$ cat src/rtl/p_to_s_pkg.sv
// ============================================================================
// p_to_s_pkg : shared constants, state type and helpers for p_to_s
// Rev 1.0
// ============================================================================
`default_nettype none

package p_to_s_pkg;

  localparam int P2S_W = 6;

  typedef enum logic [0:0] {
    IDLE  = 1'b0,
    SHIFT = 1'b1
  } state_e;

  function automatic int cnt_width(input int w);
    return ($clog2(w) < 1) ? 1 : $clog2(w);
  endfunction

endpackage

`default_nettype wire

$ cat src/rtl/p_to_s_hold_buf.sv
// ============================================================================
// p_to_s_hold_buf : one-entry word buffer (push/pop/full)
// Rev 1.0
// ============================================================================
`default_nettype none

module p_to_s_hold_buf #(
  parameter int W = 6
) (
  input  logic         clk,
  input  logic         rst,
  input  logic         push_i,
  input  logic         pop_i,
  input  logic [W-1:0] data_i,
  output logic [W-1:0] data_o,
  output logic         full_o
);

  logic [W-1:0] data_q;
  logic         full_q;

  always_ff @(posedge clk or posedge rst) begin
    if (rst) begin
      data_q <= '0;
      full_q <= 1'b0;
    end else begin
      if (push_i) begin
        data_q <= data_i;
        full_q <= 1'b1;
      end else if (pop_i) begin
        full_q <= 1'b0;
      end
    end
  end

  assign data_o = data_q;
  assign full_o = full_q;

endmodule

`default_nettype wire

$ cat src/rtl/p_to_s.sv
// ============================================================================
// p_to_s : parallel-to-serial transmitter with one-word holding buffer
// Rev 1.0
// ============================================================================
`default_nettype none

module p_to_s
  import p_to_s_pkg::*;
#(
  parameter int W         = P2S_W,
  parameter bit MSB_FIRST = 1'b1
) (
  input  logic         clk,
  input  logic         rst,
  input  logic         valid_a,
  input  logic [W-1:0] data_a,
  output logic         ready_a,
  output logic         valid_b,
  output logic         data_b,
  output logic         last_b,
  input  logic         ready_b
);

  localparam int CW = cnt_width(W);
  localparam logic [CW-1:0] CNT_LAST = CW'(W - 1);

  state_e        state_q, state_d;
  logic [W-1:0]  shift_q, shift_d;
  logic [CW-1:0] cnt_q, cnt_d;

  logic [W-1:0]  shifted;
  logic          head_bit;
  logic          buf_full;
  logic [W-1:0]  buf_data;
  logic          bit_xfer, finish, accept, load_direct, push, pop;

  generate
    if (MSB_FIRST) begin : g_msb_first
      assign head_bit = shift_q[W-1];
      assign shifted  = {shift_q[W-2:0], 1'b0};
    end else begin : g_lsb_first
      assign head_bit = shift_q[0];
      assign shifted  = {1'b0, shift_q[W-1:1]};
    end
  endgenerate

  p_to_s_hold_buf #(.W(W)) u_hold_buf (
    .clk    (clk),
    .rst    (rst),
    .push_i (push),
    .pop_i  (pop),
    .data_i (data_a),
    .data_o (buf_data),
    .full_o (buf_full)
  );

  always_ff @(posedge clk or posedge rst) begin
    if (rst) begin
      state_q <= IDLE;
      shift_q <= '0;
      cnt_q   <= '0;
    end else begin
      state_q <= state_d;
      shift_q <= shift_d;
      cnt_q   <= cnt_d;
    end
  end

  always_comb begin
    valid_b     = (state_q == SHIFT);
    data_b      = valid_b & head_bit;
    last_b      = valid_b && (cnt_q == CNT_LAST);
    ready_a     = !buf_full;
    bit_xfer    = valid_b && ready_b;
    finish      = bit_xfer && last_b;
    accept      = valid_a && ready_a;
    // a direct load needs the shifter free now or emptying on this edge
    load_direct = accept && ((state_q == IDLE) || finish);
    push        = accept && !load_direct;
    pop         = finish && buf_full;

    state_d = state_q;
    shift_d = shift_q;
    cnt_d   = cnt_q;

    if (pop) begin
      shift_d = buf_data;
      cnt_d   = '0;
      state_d = SHIFT;
    end else if (load_direct) begin
      shift_d = data_a;
      cnt_d   = '0;
      state_d = SHIFT;
    end else if (finish) begin
      shift_d = '0;
      cnt_d   = '0;
      state_d = IDLE;
    end else if (bit_xfer) begin
      shift_d = shifted;
      cnt_d   = cnt_q + CW'(1);
    end
  end

endmodule

`default_nettype wire
$ cat config.mk
export PLATFORM = sky130hd
export DESIGN_NAME = p_to_s
export DESIGN_NICKNAME = d
export VERILOG_FILES = /design/src/rtl/p_to_s_pkg.sv /design/src/rtl/p_to_s_hold_buf.sv /design/src/rtl/p_to_s.sv
export SDC_FILE = /design/constraint.sdc
export NUM_CORES = 1
export LEC_CHECK = 0
export ABC_AREA = 1
export BUFFER_PORTS_ARGS = -buffer_cell sky130_fd_sc_hd__clkbuf_2
export CAP_MARGIN = 20
export CORE_MARGIN = 4
export CORE_UTILIZATION = 59
export DETAILED_ROUTE_END_ITERATION = 6
export GPL_TIMING_DRIVEN = 0
export PLACE_DENSITY = 0.82
export SYNTH_ARGS = -nofsm -noshare
export SYNTH_HDL_FRONTEND = slang
export SYNTH_SLANG_ARGS = --single-unit
$ cat constraint.sdc
create_clock -name clk -period 3.2 [get_ports clk]
set_input_delay 0.16 -clock clk [delete_from_list [all_inputs] [get_ports clk]]
set_output_delay 0.16 -clock clk [all_outputs]
set_load 0.05 [all_outputs]
Yosys cells after proc, flatten, opt, wreduce, memory -nomap -nowiden

Cells that the tools add are included.

Bits in registers: 17
Input bits: 10
Word-level logic and storage cells: 35

Equal/unequal tests: 1
Reduce and logical (&&, ||, !) cells: 13
Mux-type cells: 13
Bitwise logic cells: 2
Add/subtract/negate cells: 1

Operator list:

| cell                                                           | number |
|---|---|
| 6-bit 2-to-1 mux                                               | 4 |
| 3-bit 2-to-1 mux                                               | 4 |
| 1-bit logical AND                                              | 7 |
| 1-bit 2-to-1 mux                                               | 5 |
| 4-bit nonzero test                                             | 1 |
| 3-bit by 1-bit adder with 3-bit output (second input constant) | 1 |
| 3-bit == test (second input constant)                          | 1 |
| 3-bit nonzero test                                             | 1 |
| 1-bit logical NOT                                              | 2 |
| 2-bit nonzero test                                             | 1 |
| 1-bit AND                                                      | 1 |
| 1-bit logical OR                                               | 1 |
| 1-bit inverter                                                 | 1 |

Logic depth before layout (Yosys ltp)

Word-level depth: 8
Mapped depth: 10

Hierarchy

A second synthesis with hierarchy kept.

Cells, all modules: 138
Area total of the unflattened synthesis: 999.7 µm²

By module, submodules not included:

| module          | instances | cells an instance | seq. area each (µm²) | area each (µm²) |
|---|---|---|---|---|
| p_to_s          | 1         | 108               | 250.2                | 738.2 |
| p_to_s_hold_buf | 1         | 30                | 175.2                | 261.5 |

Least setup slack after synthesis

OpenSTA, ideal clock, no wires.

Kind: register -> register
Start: register state_q, in the netlist valid_b
End: register shift_q[3]
Clock period less this slack: 1.597 ns
Arrival: 1.479 ns
Setup slack: 1.603 ns
Path buffers: 1
Cell stages (with the launch flop): 9
Data required time: 3.082 ns
Cell sequence: dfrtp_1 nand3_2 nor2_4 buf_6 nor2_1 nand2_2 nand3_1 nand2_1 nand2_1

Cells in the longest elaborated chain, start to end: 6
Elaborated cells on any way between the ends: 11
Classes of those cells: 3 x mux; 1 x bitwise; 7 x reduce/logical

RTL lines:

| item                                        | line                       | text |
|---|---|---|
| start, declared                             | p_to_s.sv:27               | `state_e state_q, state_d;` |
| start signal, assigned                      | p_to_s.sv:63               | `state_q <= state_d;` |
| 1-bit logical AND, on equally long branches | p_to_s.sv:74, p_to_s.sv:72 |  |
| 1-bit logical AND                           | p_to_s.sv:75               | `finish = bit_xfer && last_b;` |
| 1-bit logical OR                            | p_to_s.sv:78               | `load_direct = accept && ((state_q == IDLE) \|\| finish);` |
| 1-bit logical AND                           | p_to_s.sv:78               |  |
| 6-bit 2-to-1 mux                            | p_to_s.sv:90               | `end else if (load_direct) begin` |
| 6-bit 2-to-1 mux                            | p_to_s.sv:86               | `if (pop) begin` |
| end signal, assigned                        | p_to_s.sv:64               | `shift_q <= shift_d;` |
| end, declared                               | p_to_s.sv:28               | `logic [W-1:0] shift_q, shift_d;` |

Several ways; a longest one is shown, not always the timed one.
A chain may end at the register's enable or synchronous reset.

Final worst setup path

Start: register cnt_q[1]
End: register shift_q[3]

Cells in the longest elaborated chain, start to end: 7
Elaborated cells on any way between the ends: 10
Classes of those cells: 1 x eq/ne; 3 x mux; 6 x reduce/logical

RTL lines:

| item                   | line         | text |
|---|---|---|
| start, declared        | p_to_s.sv:29 | `logic [CW-1:0] cnt_q, cnt_d;` |
| start signal, assigned | p_to_s.sv:65 | `cnt_q <= cnt_d;` |
| 3-bit == test *        | p_to_s.sv:72 | `last_b = valid_b && (cnt_q == CNT_LAST);` |
| 1-bit logical AND *    | p_to_s.sv:72 |  |
| 1-bit logical AND *    | p_to_s.sv:75 |  |
| 1-bit logical OR       | p_to_s.sv:78 |  |
| 1-bit logical AND      | p_to_s.sv:78 |  |
| 6-bit 2-to-1 mux       | p_to_s.sv:90 |  |
| 6-bit 2-to-1 mux       | p_to_s.sv:86 |  |

Mark *: on every way between the ends. The rest lies on a longest branch, timed or not.

==> metrics.md <==
| Metric | Value |
|---|---|
| Status | `finished clean` |
| CP max stage delay | `just over 0.4 ns` |
| Post-Route WL | `2090 um` |
| Synth-to-layout area growth | `12.0%` |
| Routed WL per cell | `approximately 13 um` |
| Type of the tightest min-delay check | `in2reg` |
| Setup violations, final | `0` |
| Vias in the first global route | `834` |
| Detailed placer's ending HPWL | `approximately 1600 um` |
| Worst Tran Pin Value | `0.654 ns` |
| Max Clk Rate | `619 MHz` |
| N_diodes | `0` |
| Root Driver | `clkbuf_4` |
| Top cells by area, synth | `dfrtp_1 42%, nand3_1 9.8%, nand2_1 9.2%` |
| I/O pin total | `14` |
| Hold WS | `0.0887 ns` |
| CP arrival | `roughly 1.8 ns` |
| Mean Syn Cell Area | `between 8 and 9 um^2` |
| Path depth of the worst reg2reg path | `10` |
| Layout cells sized above 1 | `0.231` |
| Sequential share of power | `0.394` |
| TritonRoute pass-1 iters | `4` |
| CORE AREA | `~1600 um^2` |
| P_leak | `around 0.64 nW` |
| Yosys reg bits | `17` |
| Post-CTS setup buffer count | `0` |
| Top-area cell type share of the netlist area | `0.416` |
| Initial DRC Count | `21` |
| Final antenna-violating net count | `0` |
| Worst setup EP type | `flip-flop` |
| Internal Power | `0.524 mW` |
| Core Rows | `14` |
| DR vias | `approximately 900` |
| Clock transition at path regs | `about 0.1 ns` |
| Relative slew slack | `0.564` |
| Mapped Area | `a little over 1000 um^2` |
| Residual DRC | `0` |
| Most common cell after layout, fill and taps aside | `nand2_1` |
| Crit path launch type | `flip-flop` |
| Hold path cells | `3` |
| Commonest cells after routing, fill and taps aside | `25 x nand2_1, 21 x inv_1, 20 x nand3_1` |
| Comb pwr share | `0.483` |
| Post-DR vias/cell | `5.64` |
| Cell breakdown of the critical path | `inv_1 -> ha_1 -> nand2_2 -> o21bai_4 -> nand2_4 -> buf_6 -> nand2_2 -> nand3_1 -> nand2_1 -> nand2_1` |
| Initial antenna violation count | `0` |
| Pin count of the biggest net entering global routing | `18` |
| CP max stage cell | `dfrtp_1` |
| Worst skew pair latency | `~0.30 ns` |
| CTS tree | `yes` |
| Synth Net Count | `roughly 140` |
| P_sw | `about 0.44 mW` |
| Power Total | `0.962 mW` |
| Sw frac | `0.455` |
| Final hold vios | `0` |
| Crit path kind | `reg2reg` |
| Global-route wire length before repair | `3600 um` |
| Worst-path maximum fanout | `10` |
| Nets@finish | `about 160` |
| Worst vdd ir | `between 0.0005 and 0.0006 V` |
| Max Cap Violations | `0` |
| Placed cell area | `~1100 um^2` |
| Tmin final | `1.61 ns` |
| Clock Power Share | `0.123` |
| Setup TNS | `0 ns` |
| I/O Buffers | `13` |
| CP required | `3.39 ns` |
| Post-route cell area | `approximately 1100 um^2` |
| Die H | `~50 um` |
| FILL cells | `125` |
| Clock sinks | `17` |
| Yosys warns | `0` |
| Final Max Slew Viols | `0` |
| Gr ovfl total | `0` |
| GRT Total Usage | `0.186` |
| Seq/Total Area, Yosys | `0.416` |
| Initial Utilization | `0.649` |
| Period utilization | `0.505` |
| Skew final | `roughly 0.0064 ns` |
| Htree depth | `1` |
| Total CTS buffers | `3` |
| Synth cell types | `19` |
| Cell count after synthesis | `between 100 and 150` |
| Chip Width | `49.7 um` |
| Clk buf depth | `2` |
| Power per cell area | `839 nW/um^2` |
| Largest area contributor in the netlist | `dfrtp_1` |
| Global placer's final weighted congestion | `around 0.82` |
| RSZ-0062 raised after global routing | `no` |
| Full die area | `between 2000 and 2500 um^2` |
## registers in the layout, summed over array words and instances (netlist names)
name,cells
shift_q,6
u_hold_buf.data_o,6
cnt_q,3
u_hold_buf.full_o,1
valid_b,1
## Yosys cell counts
library cell	number
buf_6	3
clkbuf_8	1
dfrtp_1	17
ha_1	2
inv_1	21
inv_2	1
mux2i_1	1
nand2_1	25
nand2_2	3
nand2_4	2
nand3_1	20
nand3_2	2
nand3_4	1
nand4_1	7
nor2_1	7
nor2_4	2
o21ai_0	8
o21bai_4	1
xor2_1	1
## cell families after synthesis
| group | after synthesis | synth area share |
|---|---|---|
| adders and majority gates | 2 | 0.0244 |
| xor gates and xnor gates | 1 | 0.00856 |
| and+or+nand+nor | 69 | 0.357 |
| muxes | 1 | 0.00978 |
| AOI/OAI and AO/OA | 9 | 0.0575 |
| buffers and inverters | 26 | 0.127 |
| DFF | 17 | 0.416 |
## metal layers
| metal | vias up | wire length [um] | GRT usage |
|---|---|---|---|
| li1 | 438 | - | - |
| met1 | 436 | 915 | 0.218 |
| met2 | 19 | 1060 | 0.333 |
| met3 | 4 | 85 | 0.0361 |
| met4 | 0 | 36 | 0.0645 |
| met5 | - | 0 | 0 |
## final timing paths
path / slack (ns) / startpoint / to
min in group asynchronous: 0.47 / rst / u_hold_buf.data_o[1]$_DFFE_PP0P_
setup reg to reg: 1.59 / cnt_q[1]$_DFFE_PP0P_ / shift_q[3]$_DFFE_PP0P_
max in group asynchronous: 2.31 / rst / shift_q[4]$_DFFE_PP0P_
setup / recovery: 1.59 / cnt_q[1]$_DFFE_PP0P_ / shift_q[3]$_DFFE_PP0P_
hold reg to reg: 0.50 / u_hold_buf.data_o[2]$_DFFE_PP0P_ / u_hold_buf.data_o[2]$_DFFE_PP0P_
hold / removal: 0.09 / data_a[5] / u_hold_buf.data_o[5]$_DFFE_PP0P_
## through the flow
step	instances	util	worst slack, ns
6_report	159	0.727	1.59
5_1_grt	159	0.727	1.48
2_1_floorplan	125	-	1.60
3_5_place_dp	154	0.703	1.60
3_3_place_gp	154	0.703	1.63
4_1_cts	159	0.727	1.58
## cell type report
class	count	area (um^2)	share of cell area
multi-input combinational	82	468	0.408
buffer	4	47.5	0.0415
tap	16	20.0	0.0175
timing repair buffer	14	75.1	0.0655
sequential	17	425	0.371
clock buffer	3	22.5	0.0197
clock inverter	1	5.00	0.00437
inverter	22	82.6	0.0721
## power groups by stage
stage	Sequential, mW	Combinational, mW	Clock (mW)
finish	0.379	0.464	0.118
floorplan	0.386	0.353	0
global route	0.390	0.520	0.130
global placement	0.377	0.448	0
CTS	0.376	0.467	0.120
detailed placement	0.382	0.463	0
## repair_timing
action / 4_1_cts / 5_1_grt
hold endpoints to repair: 17 / 0
hold buffers: 1 / 0
resized for setup: 0 / 0
## critical path, delay by kind of cell, from the launching register on
kind | cells | cell delay [ns]
adder cells (fa/ha/maj) | 1 | 0.19
flip-flops | 1 | 0.41
buffers and inverters | 2 | 0.23
AND/OR/NAND/NOR | 6 | 0.46
AO/OA/AOI/OAI | 1 | 0.24
(Power assumes the default switching activity.)
